`config.mk`:
```
export PLATFORM = sky130hd
export DESIGN_NAME = xif_commit_queue_flat
export DESIGN_NICKNAME = d
export VERILOG_FILES = /design/src/rtl/xif_commit_queue_pkg.sv /design/src/rtl/xif_commit_queue_if.sv /design/src/rtl/xif_commit_queue.sv /design/src/flat_wrapper.sv
export SDC_FILE = /design/constraint.sdc
export NUM_CORES = 1
export LEC_CHECK = 0
export CELL_PAD_IN_SITES_DETAIL_PLACEMENT = 1
export CELL_PAD_IN_SITES_GLOBAL_PLACEMENT = 2
export CORE_ASPECT_RATIO = 1.25
export CORE_UTILIZATION = 42
export CTS_CLUSTER_SIZE = 24
export DETAILED_ROUTE_END_ITERATION = 6
export GPL_ROUTABILITY_DRIVEN = 0
export PLACE_DENSITY = 0.82
export SETUP_SLACK_MARGIN = 0.02
export SLEW_MARGIN = 20
export SYNTH_ARGS = -nofsm -noshare
export SYNTH_HDL_FRONTEND = slang
export SYNTH_SLANG_ARGS = --single-unit
```
`constraint.sdc`:
```
create_clock -name clk_i -period 5.49 [get_ports clk_i]
set_clock_uncertainty 0.05 [all_clocks]
set_input_delay 1.098 -clock clk_i [delete_from_list [all_inputs] [get_ports clk_i]]
set_output_delay 1.098 -clock clk_i [all_outputs]
set_load 0.02 [all_outputs]
```
`src/rtl/xif_commit_queue_pkg.sv`:
```
// Shared CORE-V-XIF types used by the offload commit queue and the result-path
// tracker: issue/commit payloads, the decoder verdict and per-slot bookkeeping.
package xif_commit_queue_pkg;

    localparam int X_ID_WIDTH  = 4;
    localparam int X_NUM_RS    = 2;
    localparam int X_RFR_WIDTH = 32;

    typedef struct packed {
        logic [31:0]                           instr;
        logic [1:0]                            mode;
        logic [X_ID_WIDTH-1:0]                 id;
        logic [X_NUM_RS-1:0][X_RFR_WIDTH-1:0]  rs;
        logic [X_NUM_RS-1:0]                   rs_valid;
    } x_issue_req_t;

    typedef struct packed {
        logic accept;
        logic writeback;
        logic dualwrite;
        logic dualread;
        logic loadstore;
        logic exc;
    } x_issue_resp_t;

    typedef struct packed {
        logic [X_ID_WIDTH-1:0] id;
        logic                  commit_kill;
    } x_commit_t;

    typedef enum logic [1:0] {
        SLOT_FREE      = 2'd0,
        SLOT_WAIT      = 2'd1,
        SLOT_COMMITTED = 2'd2,
        SLOT_KILLED    = 2'd3
    } xif_slot_state_e;

    typedef struct packed {
        xif_slot_state_e state;
        x_issue_req_t    payload;
    } xif_slot_t;

    // State a slot takes once the core has resolved it.
    function automatic xif_slot_state_e resolve_state(input logic kill);
        return kill ? SLOT_KILLED : SLOT_COMMITTED;
    endfunction

endpackage

```
`src/rtl/xif_commit_queue_if.sv`:
```
// Bundle of the issue, commit and dispatch channels around the commit queue.
// master = core / execution-unit side, slave = the queue itself.
interface xif_commit_queue_if #(
    parameter int Depth = 4
);
    import xif_commit_queue_pkg::*;

    localparam int OccW = $clog2(Depth + 1);

    logic          issue_valid_i;
    logic          issue_ready_o;
    x_issue_req_t  issue_req_i;
    x_issue_resp_t dec_resp_i;
    x_issue_resp_t issue_resp_o;
    logic          commit_valid_i;
    x_commit_t     commit_i;
    logic          disp_valid_o;
    logic          disp_ready_i;
    x_issue_req_t  disp_req_o;
    logic [OccW-1:0] occupancy_o;
    logic          commit_miss_o;

    modport master (
        output issue_valid_i, issue_req_i, dec_resp_i, commit_valid_i, commit_i, disp_ready_i,
        input  issue_ready_o, issue_resp_o, disp_valid_o, disp_req_o, occupancy_o, commit_miss_o
    );

    modport slave (
        input  issue_valid_i, issue_req_i, dec_resp_i, commit_valid_i, commit_i, disp_ready_i,
        output issue_ready_o, issue_resp_o, disp_valid_o, disp_req_o, occupancy_o, commit_miss_o
    );

endinterface

```
`src/rtl/xif_commit_queue.sv`:
```
// In-order holding queue for offloaded instructions: entries wait for the core's
// commit/kill verdict and leave strictly in issue order; killed entries are
// dropped at the head without ever reaching the execution unit.
module xif_commit_queue
    import xif_commit_queue_pkg::*;
#(
    parameter int Depth   = 4,
    parameter int IdWidth = X_ID_WIDTH
) (
    input  logic              clk_i,
    input  logic              rst_i,
    xif_commit_queue_if.slave bus
);

    localparam int PtrW = $clog2(Depth);

    // Pointers carry one extra wrap bit so full and empty are distinguishable.
    logic [PtrW:0]   wr_ptr_q, rd_ptr_q;
    logic [PtrW-1:0] wr_idx, rd_idx;

    xif_slot_state_e state_q   [Depth];
    x_issue_req_t    payload_q [Depth];

    logic             full;
    logic             issue_ready;
    logic             enq;
    logic [IdWidth-1:0] commit_id;
    logic [Depth-1:0] match_vec;
    logic             enq_match;
    logic             miss_d;
    logic             miss_q;
    xif_slot_t        head_slot;
    logic             disp_valid;
    logic             pop;
    logic [PtrW:0]    occ;

    assign wr_idx      = wr_ptr_q[PtrW-1:0];
    assign rd_idx      = rd_ptr_q[PtrW-1:0];
    assign full        = (wr_ptr_q[PtrW] != rd_ptr_q[PtrW]) && (wr_idx == rd_idx);
    assign occ         = wr_ptr_q - rd_ptr_q;
    assign issue_ready = !full;

    // A rejected request still completes its handshake but takes no slot.
    assign enq       = bus.issue_valid_i && issue_ready && bus.dec_resp_i.accept;
    assign commit_id = bus.commit_i.id;

    // CAM-style search: only slots still waiting for a verdict can be resolved.
    always_comb begin
        match_vec = '0;
        for (int i = 0; i < Depth; i++) begin
            match_vec[i] = bus.commit_valid_i && (state_q[i] == SLOT_WAIT) &&
                           (payload_q[i].id == commit_id);
        end
    end

    // A commit may target the instruction being issued in the same cycle.
    assign enq_match = bus.commit_valid_i && enq && (bus.issue_req_i.id == commit_id);
    assign miss_d    = bus.commit_valid_i && (match_vec == '0) && !enq_match;

    assign head_slot  = '{state: state_q[rd_idx], payload: payload_q[rd_idx]};
    assign disp_valid = (head_slot.state == SLOT_COMMITTED);
    // Killed heads retire silently; committed heads retire on the dispatch handshake.
    assign pop        = (disp_valid && bus.disp_ready_i) || (head_slot.state == SLOT_KILLED);

    // Decoder verdict passes through, but accept is withheld while the queue is full.
    always_comb begin
        bus.issue_resp_o        = bus.dec_resp_i;
        bus.issue_resp_o.accept = bus.dec_resp_i.accept && issue_ready;
    end

    assign bus.issue_ready_o = issue_ready;
    assign bus.disp_valid_o  = disp_valid;
    assign bus.disp_req_o    = disp_valid ? head_slot.payload : '0;
    assign bus.occupancy_o   = occ;
    assign bus.commit_miss_o = miss_q;

    // Slot states, pointers and the miss pulse: enqueue, resolve and retire.
    always_ff @(posedge clk_i or posedge rst_i) begin
        if (rst_i) begin
            wr_ptr_q <= '0;
            rd_ptr_q <= '0;
            miss_q   <= 1'b0;
            for (int i = 0; i < Depth; i++) begin
                state_q[i] <= SLOT_FREE;
            end
        end else begin
            miss_q <= miss_d;
            if (enq) begin
                wr_ptr_q <= wr_ptr_q + 1'b1;
            end
            if (pop) begin
                rd_ptr_q <= rd_ptr_q + 1'b1;
            end
            for (int i = 0; i < Depth; i++) begin
                if (enq && (PtrW'(i) == wr_idx)) begin
                    state_q[i] <= enq_match ? resolve_state(bus.commit_i.commit_kill) : SLOT_WAIT;
                end else if (pop && (PtrW'(i) == rd_idx)) begin
                    state_q[i] <= SLOT_FREE;
                end else if (match_vec[i]) begin
                    state_q[i] <= resolve_state(bus.commit_i.commit_kill);
                end
            end
        end
    end

    // Payload storage needs no reset: it is only visible behind a non-FREE state.
    always_ff @(posedge clk_i) begin
        if (enq) begin
            payload_q[wr_idx] <= bus.issue_req_i;
        end
    end

`ifndef SYNTHESIS
    logic         hold_q;
    x_issue_req_t req_prev_q;
    logic         dup_live;

    // Two occupied slots sharing an id would make the commit search ambiguous.
    always_comb begin
        dup_live = 1'b0;
        for (int i = 0; i < Depth; i++) begin
            for (int j = i + 1; j < Depth; j++) begin
                if ((state_q[i] != SLOT_FREE) && (state_q[j] != SLOT_FREE) &&
                    (payload_q[i].id == payload_q[j].id)) begin
                    dup_live = 1'b1;
                end
            end
        end
    end

    // Remember whether a dispatch was left pending at the last edge.
    always_ff @(posedge clk_i or posedge rst_i) begin
        if (rst_i) begin
            hold_q <= 1'b0;
        end else begin
            hold_q <= disp_valid && !bus.disp_ready_i;
        end
    end

    // Snapshot of the dispatched payload for the stability check.
    always_ff @(posedge clk_i) begin
        req_prev_q <= bus.disp_req_o;
    end

    // Mid-cycle invariant checks, away from the state update edge.
    always @(negedge clk_i) begin
        if (!rst_i) begin
            assert (!dup_live);
            assert (occ <= (PtrW + 1)'(Depth));
            if (hold_q) begin
                assert (disp_valid && (bus.disp_req_o == req_prev_q));
            end
        end
    end
`endif

endmodule

```
`src/flat_wrapper.sv`:
```
// flat-port wrapper written by rule: the top's interface ports become plain ports
module xif_commit_queue_flat import xif_commit_queue_pkg::*;
#(
    parameter int Depth   = 4,
    parameter int IdWidth = X_ID_WIDTH
)
  (clk_i, rst_i, bus_issue_valid_i, bus_issue_req_i, bus_dec_resp_i, bus_commit_valid_i, bus_commit_i, bus_disp_ready_i, bus_issue_ready_o, bus_issue_resp_o, bus_disp_valid_o, bus_disp_req_o, bus_occupancy_o, bus_commit_miss_o);
  xif_commit_queue_if #(.Depth(Depth)) bus_i ();
  input  logic clk_i;
  input  logic rst_i;
  input wire logic [$bits(bus_i.issue_valid_i)-1:0] bus_issue_valid_i;
  input wire logic [$bits(bus_i.issue_req_i)-1:0] bus_issue_req_i;
  input wire logic [$bits(bus_i.dec_resp_i)-1:0] bus_dec_resp_i;
  input wire logic [$bits(bus_i.commit_valid_i)-1:0] bus_commit_valid_i;
  input wire logic [$bits(bus_i.commit_i)-1:0] bus_commit_i;
  input wire logic [$bits(bus_i.disp_ready_i)-1:0] bus_disp_ready_i;
  output wire logic [$bits(bus_i.issue_ready_o)-1:0] bus_issue_ready_o;
  output wire logic [$bits(bus_i.issue_resp_o)-1:0] bus_issue_resp_o;
  output wire logic [$bits(bus_i.disp_valid_o)-1:0] bus_disp_valid_o;
  output wire logic [$bits(bus_i.disp_req_o)-1:0] bus_disp_req_o;
  output wire logic [$bits(bus_i.occupancy_o)-1:0] bus_occupancy_o;
  output wire logic [$bits(bus_i.commit_miss_o)-1:0] bus_commit_miss_o;
  assign bus_i.issue_valid_i = bus_issue_valid_i;
  assign bus_i.issue_req_i = bus_issue_req_i;
  assign bus_i.dec_resp_i = bus_dec_resp_i;
  assign bus_i.commit_valid_i = bus_commit_valid_i;
  assign bus_i.commit_i = bus_commit_i;
  assign bus_i.disp_ready_i = bus_disp_ready_i;
  assign bus_issue_ready_o = bus_i.issue_ready_o;
  assign bus_issue_resp_o = bus_i.issue_resp_o;
  assign bus_disp_valid_o = bus_i.disp_valid_o;
  assign bus_disp_req_o = bus_i.disp_req_o;
  assign bus_occupancy_o = bus_i.occupancy_o;
  assign bus_commit_miss_o = bus_i.commit_miss_o;
  xif_commit_queue #(.Depth(Depth), .IdWidth(IdWidth)) u_core (.clk_i(clk_i), .rst_i(rst_i), .bus(bus_i));
endmodule
```
# ---- Word level (Yosys, flattened, before mapping)
# Memory sizes are Yosys's and may differ from the RTL's.
# Cells that the tools add are included.
dict set report word_totals {
  reg_bits 15
  mem_bits_rw 416
  out_inout_bits 116
  elab_cells 87
  memories 1
}
# memory words width read_ports rd_ports_with_merged_regs write_ports line_no
set mem_list {}
lappend mem_list {u_core.payload_q 4 104 5 0 1 xif_commit_queue.sv:22} ;# x_issue_req_t payload_q [Depth];
dict set report classes {
  n_addsub 3
  order_cmp 1
  n_eq_ne 19
  mux 20
  bitwise 1
  reduce_logical 35
}
# op count
set op_table {}
lappend op_table {{2-to-1 mux 104 bit} 1}
lappend op_table {{2-to-1 mux 2 bit} 15}
lappend op_table {{logical AND 1 bit} 25}
lappend op_table {{== test 4 bit} 5}
lappend op_table {{nonzero test 3 bit} 4}
lappend op_table {{== test 2 x 1 -> 1 bit, second input constant} 4}
lappend op_table {{== test 2 bit, first input constant} 4}
lappend op_table {{adder 3 x 1 -> 3 bit, second input constant} 2}
lappend op_table {{binary-select mux 2 bit (select 2 bit)} 1}
lappend op_table {{== test 1 x 2 -> 1 bit, first input constant} 2}
lappend op_table {{== test 2 bit, second input constant} 2}
lappend op_table {{zero test 2 bit} 2}
lappend op_table {{zero test 4 bit} 1}
lappend op_table {{greater-or-equal comparator 3 bit, second input constant} 1}
lappend op_table {{2-to-1 mux 1 bit} 3}
lappend op_table {{inverter 2 -> 3 bit} 1}
lappend op_table {{subtractor 3 bit} 1}
lappend op_table {{== test 2 bit} 1}
lappend op_table {{zero test 1 bit} 2}
lappend op_table {{logical OR 1 bit} 1}
lappend op_table {{inequality test 1 bit} 1}

# ---- Logic depth before layout (Yosys ltp)
# Gate-level depths: netlist of the first run.
dict set report depth {
  depth_word 10
  ltp_mapped 11
  ltp_nobuf 8
}

# ---- Worst setup path after synthesis of the first run
# OpenSTA, ideal clock, no wires.
dict set report synth_timing {
  kind {flip-flop to flip-flop}
  from {reg u_core.rd_ptr_q[1]}
  to {reg u_core.state_q[0] in the netlist's numbering}
  setup_ns 0.087
  arrival_time_ns 4.526
  path_slack_ns 0.827
  path_stages_with_launch 12
  n_path_buf 3
  path_cell_list {dfrtp_1 -> buf_6 -> buf_2 -> buf_1 -> inv_1 -> ha_1 -> nand2_1 -> o21a_1 -> nand3_1 -> inv_1 -> o2bb2ai_1 -> o22ai_1}
}
dict set report synth_between {
  elab_chain_cells 10
}
# item line_no
set synth_rtl {}
lappend synth_rtl {{start: declaration} xif_commit_queue.sv:18} ;# logic [PtrW:0] wr_ptr_q, rd_ptr_q;
lappend synth_rtl {{start signal: assignment} xif_commit_queue.sv:92} ;# rd_ptr_q <= rd_ptr_q + 1'b1;
lappend synth_rtl {{inverter 2 -> 3 bit (not written as such)} xif_commit_queue.sv:60} ;# assign head_slot = '{state: state_q[rd_idx], payload: payload_q[rd_idx]};
lappend synth_rtl {{binary-select mux 2 bit (select 2 bit)} xif_commit_queue.sv:60}
lappend synth_rtl {{2-to-1 mux 2 bit (not written as such) (2 in series)} xif_commit_queue.sv:60}
lappend synth_rtl {{== test 2 bit} xif_commit_queue.sv:61} ;# assign disp_valid = (head_slot.state == SLOT_COMMITTED);
lappend synth_rtl {{logical AND 1 bit} xif_commit_queue.sv:63} ;# assign pop = (disp_valid && bus.disp_ready_i) || (head_slot.state == SLOT_KILLED);
lappend synth_rtl {{logical OR 1 bit} xif_commit_queue.sv:63}
lappend synth_rtl {{logical AND 1 bit} xif_commit_queue.sv:97} ;# end else if (pop && (PtrW'(i) == rd_idx)) begin
lappend synth_rtl {{2-to-1 mux 2 bit} xif_commit_queue.sv:97}
lappend synth_rtl {{2-to-1 mux 2 bit} xif_commit_queue.sv:95} ;# if (enq && (PtrW'(i) == wr_idx)) begin
lappend synth_rtl {{end signal: indexed assignment} xif_commit_queue.sv:96} ;# state_q[i] <= enq_match ? resolve_state(bus.commit_i.commit_kill) : SLOT_WAIT;
lappend synth_rtl {{end signal: indexed assignment} xif_commit_queue.sv:100} ;# state_q[i] <= resolve_state(bus.commit_i.commit_kill);
lappend synth_rtl {{end: declaration} xif_commit_queue.sv:21} ;# xif_slot_state_e state_q [Depth];
# Parallel ways exist; a longest one is shown, timed or not. The select of a mux whose other input is x is not followed.
# A chain may end at the register's enable or synchronous reset.

# ---- Worst setup path in the final report of the first run
dict set report layout_timing {
  from {reg u_core.rd_ptr_q[1]}
  to {out bus_disp_req_o[103]}
}
dict set report layout_between {
  elab_chain_cells 6
}
# item line_no
set layout_rtl {}
lappend layout_rtl {{inverter 2 -> 3 bit (not written as such)} xif_commit_queue.sv:60}
lappend layout_rtl {{binary-select mux 2 bit (select 2 bit)} xif_commit_queue.sv:60}
lappend layout_rtl {{2-to-1 mux 2 bit (not written as such) (2 in series)} xif_commit_queue.sv:60}
lappend layout_rtl {{== test 2 bit} xif_commit_queue.sv:61}
lappend layout_rtl {{2-to-1 mux 104 bit *} xif_commit_queue.sv:73} ;# assign bus.disp_req_o = disp_valid ? head_slot.payload : '0;
lappend layout_rtl {{end: declaration} flat_wrapper.sv:20} ;# output wire logic [$bits(bus_i.disp_req_o)-1:0] bus_disp_req_o;
# Every way passes the cells marked *; elsewhere a longest branch is shown, timed or not. The select of a mux whose other input is x is not followed.

==> results of run 1 <==
## logic make-up after synthesis
logic type	count (synthesis)	share of synthesized area [%]
buffers and inverters	58	1.69
AND/OR/NAND/NOR	135	4.81
flip-flops	431	76.0
XOR/XNOR	26	1.35
adder cells (fa/ha/maj)	11	0.857
AO/OA/AOI/OAI	20	0.909
multiplexers	110	14.4
## cells in the final DEF, fill, tap and decap left out, drive strengths merged
master / instances
xnor2: 19
inv: 15
nor3: 2
nand3: 5
o2111ai: 3
fa: 1
edfxtp: 416
o21ai: 4
xor2: 7
clkinv: 17
o22ai: 4
nand2b: 1
o21a: 3
mux2: 4
nor2: 2
nand4: 1
nand2: 11
a22o: 2
clkdlybuf4s50: 225
nand3b: 1
a21oi: 1
mux4: 106
and2: 3
nor2b: 104
o2bb2ai: 3
or2: 1
diode: 3
dfrtp: 15
ha: 10
nor4: 4
clkbuf: 58
buf: 13
## through the flow
step / instance area, µm² / total power, µW / hold slack, ns / util, % / setup slack (ns)
2_1_floorplan: 16900 / 6360 / 0.416 / - / 0.827
5_1_grt: 21000 / 10400 / 0.455 / 53.3 / 0.826
3_3_place_gp: 19800 / 7440 / 0.430 / 50.2 / 1.59
4_1_cts: 21000 / 10100 / 0.446 / 53.3 / 0.956
6_report: 21000 / 9970 / 0.438 / 53.3 / 1.02
3_5_place_dp: 19800 / 7500 / 0.437 / 50.2 / 1.54
## layer usage
| metal | share of wire [%] | vias up | global-route usage (%) |
|---|---|---|---|
| met3 | 5.5 | 54 | 4.32 |
| met5 | 0.11 | - | 0 |
| met1 | 40 | 4286 | 21.7 |
| met4 | 2.0 | 6 | 5.41 |
| li1 | - | 3647 | - |
| met2 | 52 | 218 | 31.5 |
## registers in the layout, indices dropped and copies added, names as in the netlist
name and cells:
u_core.wr_ptr_q 3, u_core.bus.commit_miss_o 1, u_core.state_q 8, u_core.rd_ptr_q 3, u_core.payload_q 416
## how the worst max path moves through the flow
stage | end | slack, ns | cells after the start
3_3_place_gp | bus_issue_ready_o | 1.59 | 6
4_1_cts | bus_disp_req_o[84] | 0.96 | 5
3_5_place_dp | bus_disp_req_o[42] | 1.54 | 5
6_report | bus_disp_req_o[103] | 1.02 | 5
2_1_floorplan | u_core.state_q[0]$_DFFE_PP0P_ | 0.83 | 11
5_1_grt | bus_disp_req_o[84] | 0.83 | 5
## where the power goes
part / internal [µW] / switching [µW]
registers: 4060 / 127
clock network: 1440 / 1170
logic: 1560 / 1610
## cell type report
type | instances | area, µm²
inverters | 14 | 62.6
well taps | 498 | 623
flip-flops and latches | 431 | 12900
fillers | 3501 | 18400
diodes | 3 | 7.51
clock inverters | 18 | 82.6
multi-input cells | 302 | 3770
repair buffers | 238 | 2450
clock buffers | 58 | 1130
==> run metrics, run 1 <==
Slowest-stage cell, CP clkdlybuf4s50_1; largest area contributor in the netlist edfxtp_1; hold path startpoint u_core.rd_ptr_q[2]$_DFFE_PP0N_; asr flop ratio synth 3.48%; CP Launch Type register; Post-synth EDFFs 416; # setup viols final 0; initial antenna violation count 4; mean post-synth cell area 21.4 µm²; post-synth top area share 73.8%; Worst R2R Path Depth 8; I/O Pins 236; DR vias/cell 5.26; worst vdd ir 0.000416 V; area delta synth->final 24.1%; worst r2r src u_core.rd_ptr_q[1]$_DFFE_PP0N_; Pre-antenna DRT Iters 6; Hold Crit Depth 1; CP top delay family buffers and inverters; pwr dens 475 mW/mm²; Buf+Inv Stages, Crit Path 2; most frequent cell after synthesis edfxtp_1; Worst-path clk slew 0.06 ns; status finished clean; Slew HR between 30% and 40%; Root Buffer clkbuf_16; detailed placement HPWL ~22 mm; top cells by area, synth edfxtp_1 74%, mux4_2 14%, nor2b_1 3.8%, dfrtp_1 2.2%, xnor2_1 0.98%; Tcrit/Tclk final between 80% and 90%; Clock Sink Count between 400 and 500; routed len/inst 23.3 µm; # hold bufs at CTS 0; Mapped Area 0.0169 mm²; Clock Path Buffers 3; Hold Vio Cnt, Final 0; Syn Nets 922; fin crit period 4.47 ns; measured slew at the worst slew-check pin 0.962 ns; largest net degree at the start of global routing about 110; drt drc 0; CP startpoint u_core.rd_ptr_q[1]$_DFFE_PP0N_; RR Endpoint u_core.payload_q[3][51]$_DFFE_PP_; row cnt a little over 80; H-Tree Depth 2; Resize count post-CTS 0; Horiz. Die Dim between 150 and 200 µm; CTS buffer count 43; dominant synthesized flop cell edfxtp_1; Worst R2R Setup Slack ~1.9 ns; CP Data Required Time around 4.3 ns; worst skew pair latency 0.53 ns; Syn Inst Count 791; vias post-DR 8211; register area share after synthesis 76.0%; worst-path cell chain mux4_2 > nand2b_4 > buf_4 > nor2b_1 > clkdlybuf4s50_1; Post-CTS Setup Bufs 0; Synth cell types 34; final wirelength 36.3 mm; Core Box Area 0.0394 mm²; Post-DRT Antenna Nets 0; placed cells around 1500; Max Clk Rate 0.224 GHz; critical path class register to primary output; number of I/O port buffers approximately 230; die area around 0.041 mm²; Crit Path Max Fanout 61; top post-synthesis cells by count 416 x edfxtp_1, 106 x mux4_2, 104 x nor2b_1; share of cells above drive strength 1 17.5%; Starting Density 42.9%; Iter 0 DRT Violations 496; critical path's largest stage delay 0.62 ns; nets 1161; CP Capture Type primary output; Setup TNS Final 0 ns; #FFs+latches synth 431; die height 226 µm; RSZ-0062 raised after global routing false; global-route wire length before repair 54.5 mm; gr ovfl total 0; Global Route Usage Sum about 18%; max-slew violation count 0; worst hold path class register to register; Worst Hold End u_core.rd_ptr_q[2]$_DFFE_PP0N_; non-filler instance count after layout between 1500 and 2000; Critical Path AT approximately 3.3 ns; CTS tree done; LEAKAGE 0.00666 µW; maxcap violations 0; vias in the first global route 9039; Yosys warning total 0
Note: power is estimated with default switching activity, not from simulation.
==> run 2: changes to the inputs <==
--- a/config.mk
+++ b/config.mk
@@ -8,11 +8,11 @@
 export CELL_PAD_IN_SITES_DETAIL_PLACEMENT = 1
 export CELL_PAD_IN_SITES_GLOBAL_PLACEMENT = 2
 export CORE_ASPECT_RATIO = 1.25
-export CORE_UTILIZATION = 42
+export CORE_UTILIZATION = 38
 export CTS_CLUSTER_SIZE = 24
 export DETAILED_ROUTE_END_ITERATION = 6
 export GPL_ROUTABILITY_DRIVEN = 0
-export PLACE_DENSITY = 0.82
+export PLACE_DENSITY = 0.78
 export SETUP_SLACK_MARGIN = 0.02
 export SLEW_MARGIN = 20
 export SYNTH_ARGS = -nofsm -noshare
==> constraint.sdc (replaced) <==
create_clock -name clk_i -period 3.8 [get_ports clk_i]
set_clock_uncertainty 0.05 [all_clocks]
set_input_delay 0.76 -clock clk_i [delete_from_list [all_inputs] [get_ports clk_i]]
set_output_delay 0.76 -clock clk_i [all_outputs]
set_load 0.02 [all_outputs]
==> run 2 against run 1 <==
Compared with the run above:
- sequential cell count unchanged
- global-route usage decreased by 1.9 points
- critical path type unchanged
- sequential power increased by 45%
- first-iteration DRC count increased by 3.0%
- total power increased by 51%
- count of clock-buffer cells in the layout decreased by 4
- highest routed layer unchanged
- critical endpoint is now bus_disp_req_o[95]
- clock power increased by 64%
==> run metrics, run 2 (synthesis results as in run 1) <==
status finished clean; die height around 240 µm; critical path class register to primary output; Net Switching ~4300 µW; CP startpoint u_core.rd_ptr_q[1]$_DFFE_PP0N_; drt drc 0; row cnt 86; Post-DRT Antenna Nets 0; Setup TNS Final 0 ns; register area between 0.01 and 0.015 mm²; largest net degree at the start of global routing 105; CP Capture Type primary output; die area 0.0454 mm²; clock power share 28.5%; Slowest-stage cell, CP clkdlybuf4s50_1; Root Buffer clkbuf_16; Hold Vio Cnt, Final 0; CP top delay family buffers and inverters; Comb pwr share 31.2%; GR peak layer met2; RR Endpoint u_core.payload_q[2][95]$_DFFE_PP_; sw frac roughly 29%; met2 usage 27.3%; Critical Path AT 2.89 ns; detailed placement HPWL 21.6 mm; Clock Sink Count 431; Hold Crit Depth 1; area delta synth->final 26.6%; maxcap violations 0; Worst-path clk slew 0.06 ns; global-route wire length before repair roughly 54 mm; DR vias/cell 5.00; I/O Pins 236; Iter 0 DRT Violations 511; most frequent cells in the layout 416 x edfxtp_1, 224 x clkdlybuf4s50_1, 106 x mux4_2, 104 x nor2b_1, 45 x clkbuf_16; Core Box Area 0.0440 mm²; worst vdd ir around 0.00048 V; Pre-antenna DRT Iters 4; worst r2r src u_core.rd_ptr_q[1]$_DFFE_PP0N_; fin crit period 3.70 ns; CTS tree done; CP Launch Type register; most common cell after layout, fill and taps aside edfxtp_1; LEAKAGE 0.00680 µW; Final WS setup 0.101 ns; worst-path cell chain mux4_2 > nand2b_4 > buf_12 > nor2b_1 > clkdlybuf4s50_1; share of cells above drive strength 1 roughly a fifth; Max Clk Rate 0.270 GHz; Worst R2R Setup Slack 0.67 ns; final wirelength 36.2 mm; worst hold path class register to register; gr ovfl total 0; # hold bufs at CTS 0; critical path's largest stage delay ~0.66 ns; Global Route Usage Sum 16.0%; worst slack at placement 0.443 ns; Largest register FFs 416; Horiz. Die Dim 191 µm; Crit Path Max Fanout 55; Slew HR around 45%; Starting Density 38.5%; Worst Hold End u_core.wr_ptr_q[2]$_DFFE_PP0N_; CTS buffer count 44; Buf+Inv Stages, Crit Path 2; CP Data Required Time 2.99 ns; filler cell count 4000; H-Tree Depth 2; Pint roughly 11000 µW; sequential share of power between 40% and 50%; # setup viols final 0; worst skew pair latency 0.54 ns; pwr dens ~700 mW/mm²; multi-input logic area 0.00378 mm²; total number of cells along the worst setup path 5; routed len/inst 22.0 µm; met3 Use GR 3.69%; Top Registers u_core.payload_q (416), u_core.state_q (8); number of I/O port buffers between 200 and 250; Tcrit/Tclk final between 90% and 100%; initial antenna violation count 6; RSZ-0062 raised after global routing true; vias post-DR 8224; Largest Register u_core.payload_q; max-slew violation count 0; grt met1 use 20.1%; Clock Path Buffers 3; nets roughly 1200; Worst R2R Path Depth 7; measured slew at the worst slew-check pin 0.819 ns; hold path startpoint u_core.wr_ptr_q[2]$_DFFE_PP0N_; vias in the first global route 8912
[run 2: changes by cell type in the layout (fill, tap and decap cells not counted), moves of 3 or more]
| cell | before | now |
|---|---|---|
| bufinv_16 | 0 | 5 |
| clkbuf_1 | 15 | 8 |
| clkinv_1 | 9 | 5 |
| clkinv_2 | 8 | 11 |
| clkinvlp_4 | 0 | 7 |
| inv_4 | 4 | 0 |
[run 2: how the worst max path moves through the flow]
stage,to,slack (ns)
2_1_floorplan,u_core.payload_q[0][0]$_DFFE_PP_,-0.03
3_3_place_gp,bus_disp_req_o[28],0.44
3_5_place_dp,bus_disp_req_o[28],0.44
4_1_cts,bus_disp_req_o[73],0.05
5_1_grt,bus_issue_resp_o[5],-0.006
6_report,bus_disp_req_o[95],0.10
[run 2: stage by stage]
stage | hold WS, ns | utilization (%) | cell area [µm²] | instances | total power [µW]
6_report | 0.444 | 48.7 | 21400 | 1645 | 15100
5_1_grt | 0.467 | 48.7 | 21400 | 1645 | 15800
4_1_cts | 0.450 | 48.6 | 21400 | 1643 | 15300
3_5_place_dp | 0.441 | 45.3 | 19900 | 1558 | 10900
3_3_place_gp | 0.429 | 45.3 | 19900 | 1558 | 10900
2_1_floorplan | 0.416 | - | 17000 | 791 | 9180
[run 2: worst reg2reg max path, delay by kind of cell (launching register included)]
kind            cells  cell delay, ns
buf+inv             4            0.99
compound gates      1            0.52
flops               1            0.47
fa+ha+maj           1            0.33
simple gates        1            0.11
[run 2: repair_timing]
action,in CTS,in global routing
pin swaps,0,0
buffers inserted,4,0
resized for setup,2,2
hold endpoints to repair,0,0
setup endpoints to repair,105,2
[run 2: layer usage]
metal	vias to the layer above	wire [µm]
met3	58	1950
met2	201	18700
met1	4298	14800
met5	-	55
met4	8	734
li1	3659	-
[run 2: power by group through the flow]
stage	combinational (µW)	clock, µW	sequential (µW)
after floorplan	3080	0	6100
after global placement	4710	0	6170
after detailed placement	4720	0	6210
after CTS	4850	4410	6070
after global routing	5070	4560	6110
final	4710	4290	6070
[run 2: cell type report]
| cell class | instances | area share (%) |
|---|---|---|
| Antenna cell | 2 | 0.0234 |
| Inverter | 14 | 0.315 |
| Clock inverter | 27 | 1.27 |
| Clock buffer | 54 | 5.46 |
| Tap cell | 572 | 3.34 |
| Timing Repair Buffer | 243 | 11.8 |
| Multi-Input combinational cell | 302 | 17.6 |
| Sequential cell | 431 | 60.1 |
==> run 3: changes to the inputs <==
--- a/config.mk
+++ b/config.mk
@@ -7,8 +7,9 @@
 export LEC_CHECK = 0
 export CELL_PAD_IN_SITES_DETAIL_PLACEMENT = 1
 export CELL_PAD_IN_SITES_GLOBAL_PLACEMENT = 2
-export CORE_ASPECT_RATIO = 1.25
+export CORE_ASPECT_RATIO = 1.4
 export CORE_UTILIZATION = 38
+export CTS_BUF_LIST = sky130_fd_sc_hd__clkbuf_4 sky130_fd_sc_hd__clkbuf_8 sky130_fd_sc_hd__clkbuf_16
 export CTS_CLUSTER_SIZE = 24
 export DETAILED_ROUTE_END_ITERATION = 6
 export GPL_ROUTABILITY_DRIVEN = 0
==> run 3 against run 2 <==
Compared with the run above:
- worst setup slack improved by 0.019 ns
- hold slack better by 0.0092 ns
- sequential cell count is the same
- combinational power down 0.8%
- utilization shrank 0.059 points
- critical path type unchanged
- clock power is 5.4% lower
- count of clock-buffer cells in the layout fell by 5
- final area decreased by 0.26%
- critical path depth is the same
- register-to-register slack gained 0.32 ns
- first-iteration DRC count fell by 29%
- fmax up 0.52%
==> run metrics, run 3 (synthesis results as in run 1) <==
status finished clean; global-route wire length before repair ~54 mm; Top Registers u_core.payload_q (416), u_core.state_q (8); # hold bufs at CTS 0; vias in the first global route 8915; initial antenna violation count 4; row cnt 91; nets 1166; area delta synth->final 26.2%; Hold Vio Cnt, Final 0; worst skew pair latency 0.53 ns; Critical Path AT approximately 2.9 ns; Worst R2R Path Depth 7; max-slew violation count 0; gr ovfl total 0; CTS tree done; Worst-path clk slew roughly 0.060 ns; Worst Setup EP bus_disp_req_o[87]; dpl cell area 0.0199 mm²; worst vdd ir 0.000561 V; Clock Path Buffers 3; clock power share 27.5%; drt drc 0; RR Endpoint u_core.payload_q[2][62]$_DFFE_PP_; # setup viols final 0; CP startpoint u_core.rd_ptr_q[1]$_DFFE_PP0N_; Comb pwr share a little under a third; final design instance area without fill ~0.021 mm²; Largest Register u_core.payload_q; most frequent cells in the layout 416 x edfxtp_1, 202 x clkdlybuf4s50_1, 106 x mux4_2, 104 x nor2b_1, 45 x clkbuf_16; Fin Hold WS 0.453 ns; Crit Path Max Fanout 100; Core Box Area 0.0439 mm²; sw frac between 20% and 30%; largest net degree at the start of global routing 101; sequential share of power 40.9%; DR vias/cell about 5.0; die height 252 µm; share of cells above drive strength 1 a little under a fifth; Pre-antenna DRT Iters 4; Post-DRT Antenna Nets 0; CP Capture Type primary output; Net Switching 4250 µW; detailed placement HPWL around 22 mm; Starting Density 38.5%; Final WS setup 0.120 ns; non-filler instance count after layout 1624; Worst R2R Setup Slack about 1 ns; pwr dens 692 mW/mm²; Tcrit/Tclk final 96.8%; worst slack at placement 0.629 ns; H-Tree Depth 2; Largest register FFs 416; filler cell count 4010; CTS buffer count 43; critical path class register to primary output; RSZ-0062 raised after global routing true; fin crit period 3.68 ns; LEAKAGE 0.00717 µW; die area 0.0454 mm²; CP Data Required Time 2.99 ns; Post-CTS Setup Bufs 0; placed cells 1548; Max Clk Rate 0.272 GHz; Global Route Usage Sum about 16%; most common cell after layout, fill and taps aside edfxtp_1; vias post-DR 8191; worst hold path class register to register; number of I/O port buffers 225; Slew HR 45.7%; Horiz. Die Dim 180 µm; routed len/inst 22.2 µm; Iter 0 DRT Violations around 370; I/O Pins 236; Clock Sink Count around 430; CP Launch Type register; worst r2r src u_core.rd_ptr_q[1]$_DFFE_PP0N_; Pint 10500 µW; measured slew at the worst slew-check pin 0.815 ns; final core utilization roughly 49%; final wirelength 36.1 mm; maxcap violations 0; Root Buffer clkbuf_16
[run 3: changes by cell type in the layout (fill, tap and decap cells not counted), moves of 2 or more]
cell	delta
buf_6	-2
clkbuf_4	+4
clkdlybuf4s50_1	-22
clkinvlp_4	-2
clkbuf_1	-8
bufinv_16	-2
dlymetal6s2s_1	+22
buf_12	+2
clkinv_2	-4
clkinv_1	+8
[run 3: cell type report]
class	count	area (µm²)	share of cell area [%]
antenna	1	2.50	0.0117
clock buffer	49	1160	5.41
timing repair buffer	243	2590	12.1
inverter	14	67.6	0.316
multi-input combinational	302	3780	17.7
tap	558	698	3.27
clock inverter	26	199	0.931
sequential	431	12900	60.3
[run 3: worst min-delay path by stage]
stage | depth (start not counted) | slack [ns] | end | from
final | 1 | 0.45 | u_core.wr_ptr_q[2]$_DFFE_PP0N_ | u_core.wr_ptr_q[2]$_DFFE_PP0N_
after global routing | 1 | 0.47 | u_core.wr_ptr_q[2]$_DFFE_PP0N_ | u_core.wr_ptr_q[2]$_DFFE_PP0N_
after CTS | 1 | 0.46 | u_core.wr_ptr_q[2]$_DFFE_PP0N_ | u_core.wr_ptr_q[2]$_DFFE_PP0N_
after detailed placement | 1 | 0.44 | u_core.wr_ptr_q[2]$_DFFE_PP0N_ | u_core.wr_ptr_q[2]$_DFFE_PP0N_
after global placement | 1 | 0.43 | u_core.rd_ptr_q[2]$_DFFE_PP0N_ | u_core.rd_ptr_q[2]$_DFFE_PP0N_
after floorplan | 1 | 0.42 | u_core.rd_ptr_q[2]$_DFFE_PP0N_ | u_core.rd_ptr_q[2]$_DFFE_PP0N_
[run 3: stage by stage]
stage                     TNS [ns]  total power (µW)
final                            0             14800
after global routing             0             15500
after CTS                        0             15100
after detailed placement         0             11000
after global placement           0             10900
after floorplan              -7.10              9180
[run 3: critical path: stages (launching register included)]
cell	delay, ns
dfrtp_4	0.44
mux4_2	0.54
nand2b_4	0.21
buf_16	0.26
nor2b_1	0.20
clkdlybuf4s50_1	0.62
[run 3: metal layers]
metal	routed length (µm)	up-vias	GRT usage, %
met5	37	-	0
met4	686	6	4.84
met3	1650	53	3.20
met2	19500	196	29.2
met1	14200	4277	18.9
li1	-	3659	-
[run 3: timing repair]
action | 4_1_cts | 5_1_grt
endpoints found under the setup margin | 0 | 60
gates resized for setup | 0 | 24
hold endpoints to repair | 0 | 0
[run 3: power by group through the flow]
stage / combinational, µW / clock (µW) / sequential (µW)
6_report: 4670 / 4060 / 6050
5_1_grt: 5040 / 4340 / 6100
3_5_place_dp: 4800 / 0 / 6150
3_3_place_gp: 4770 / 0 / 6110
2_1_floorplan: 3080 / 0 / 6100
4_1_cts: 4840 / 4180 / 6060
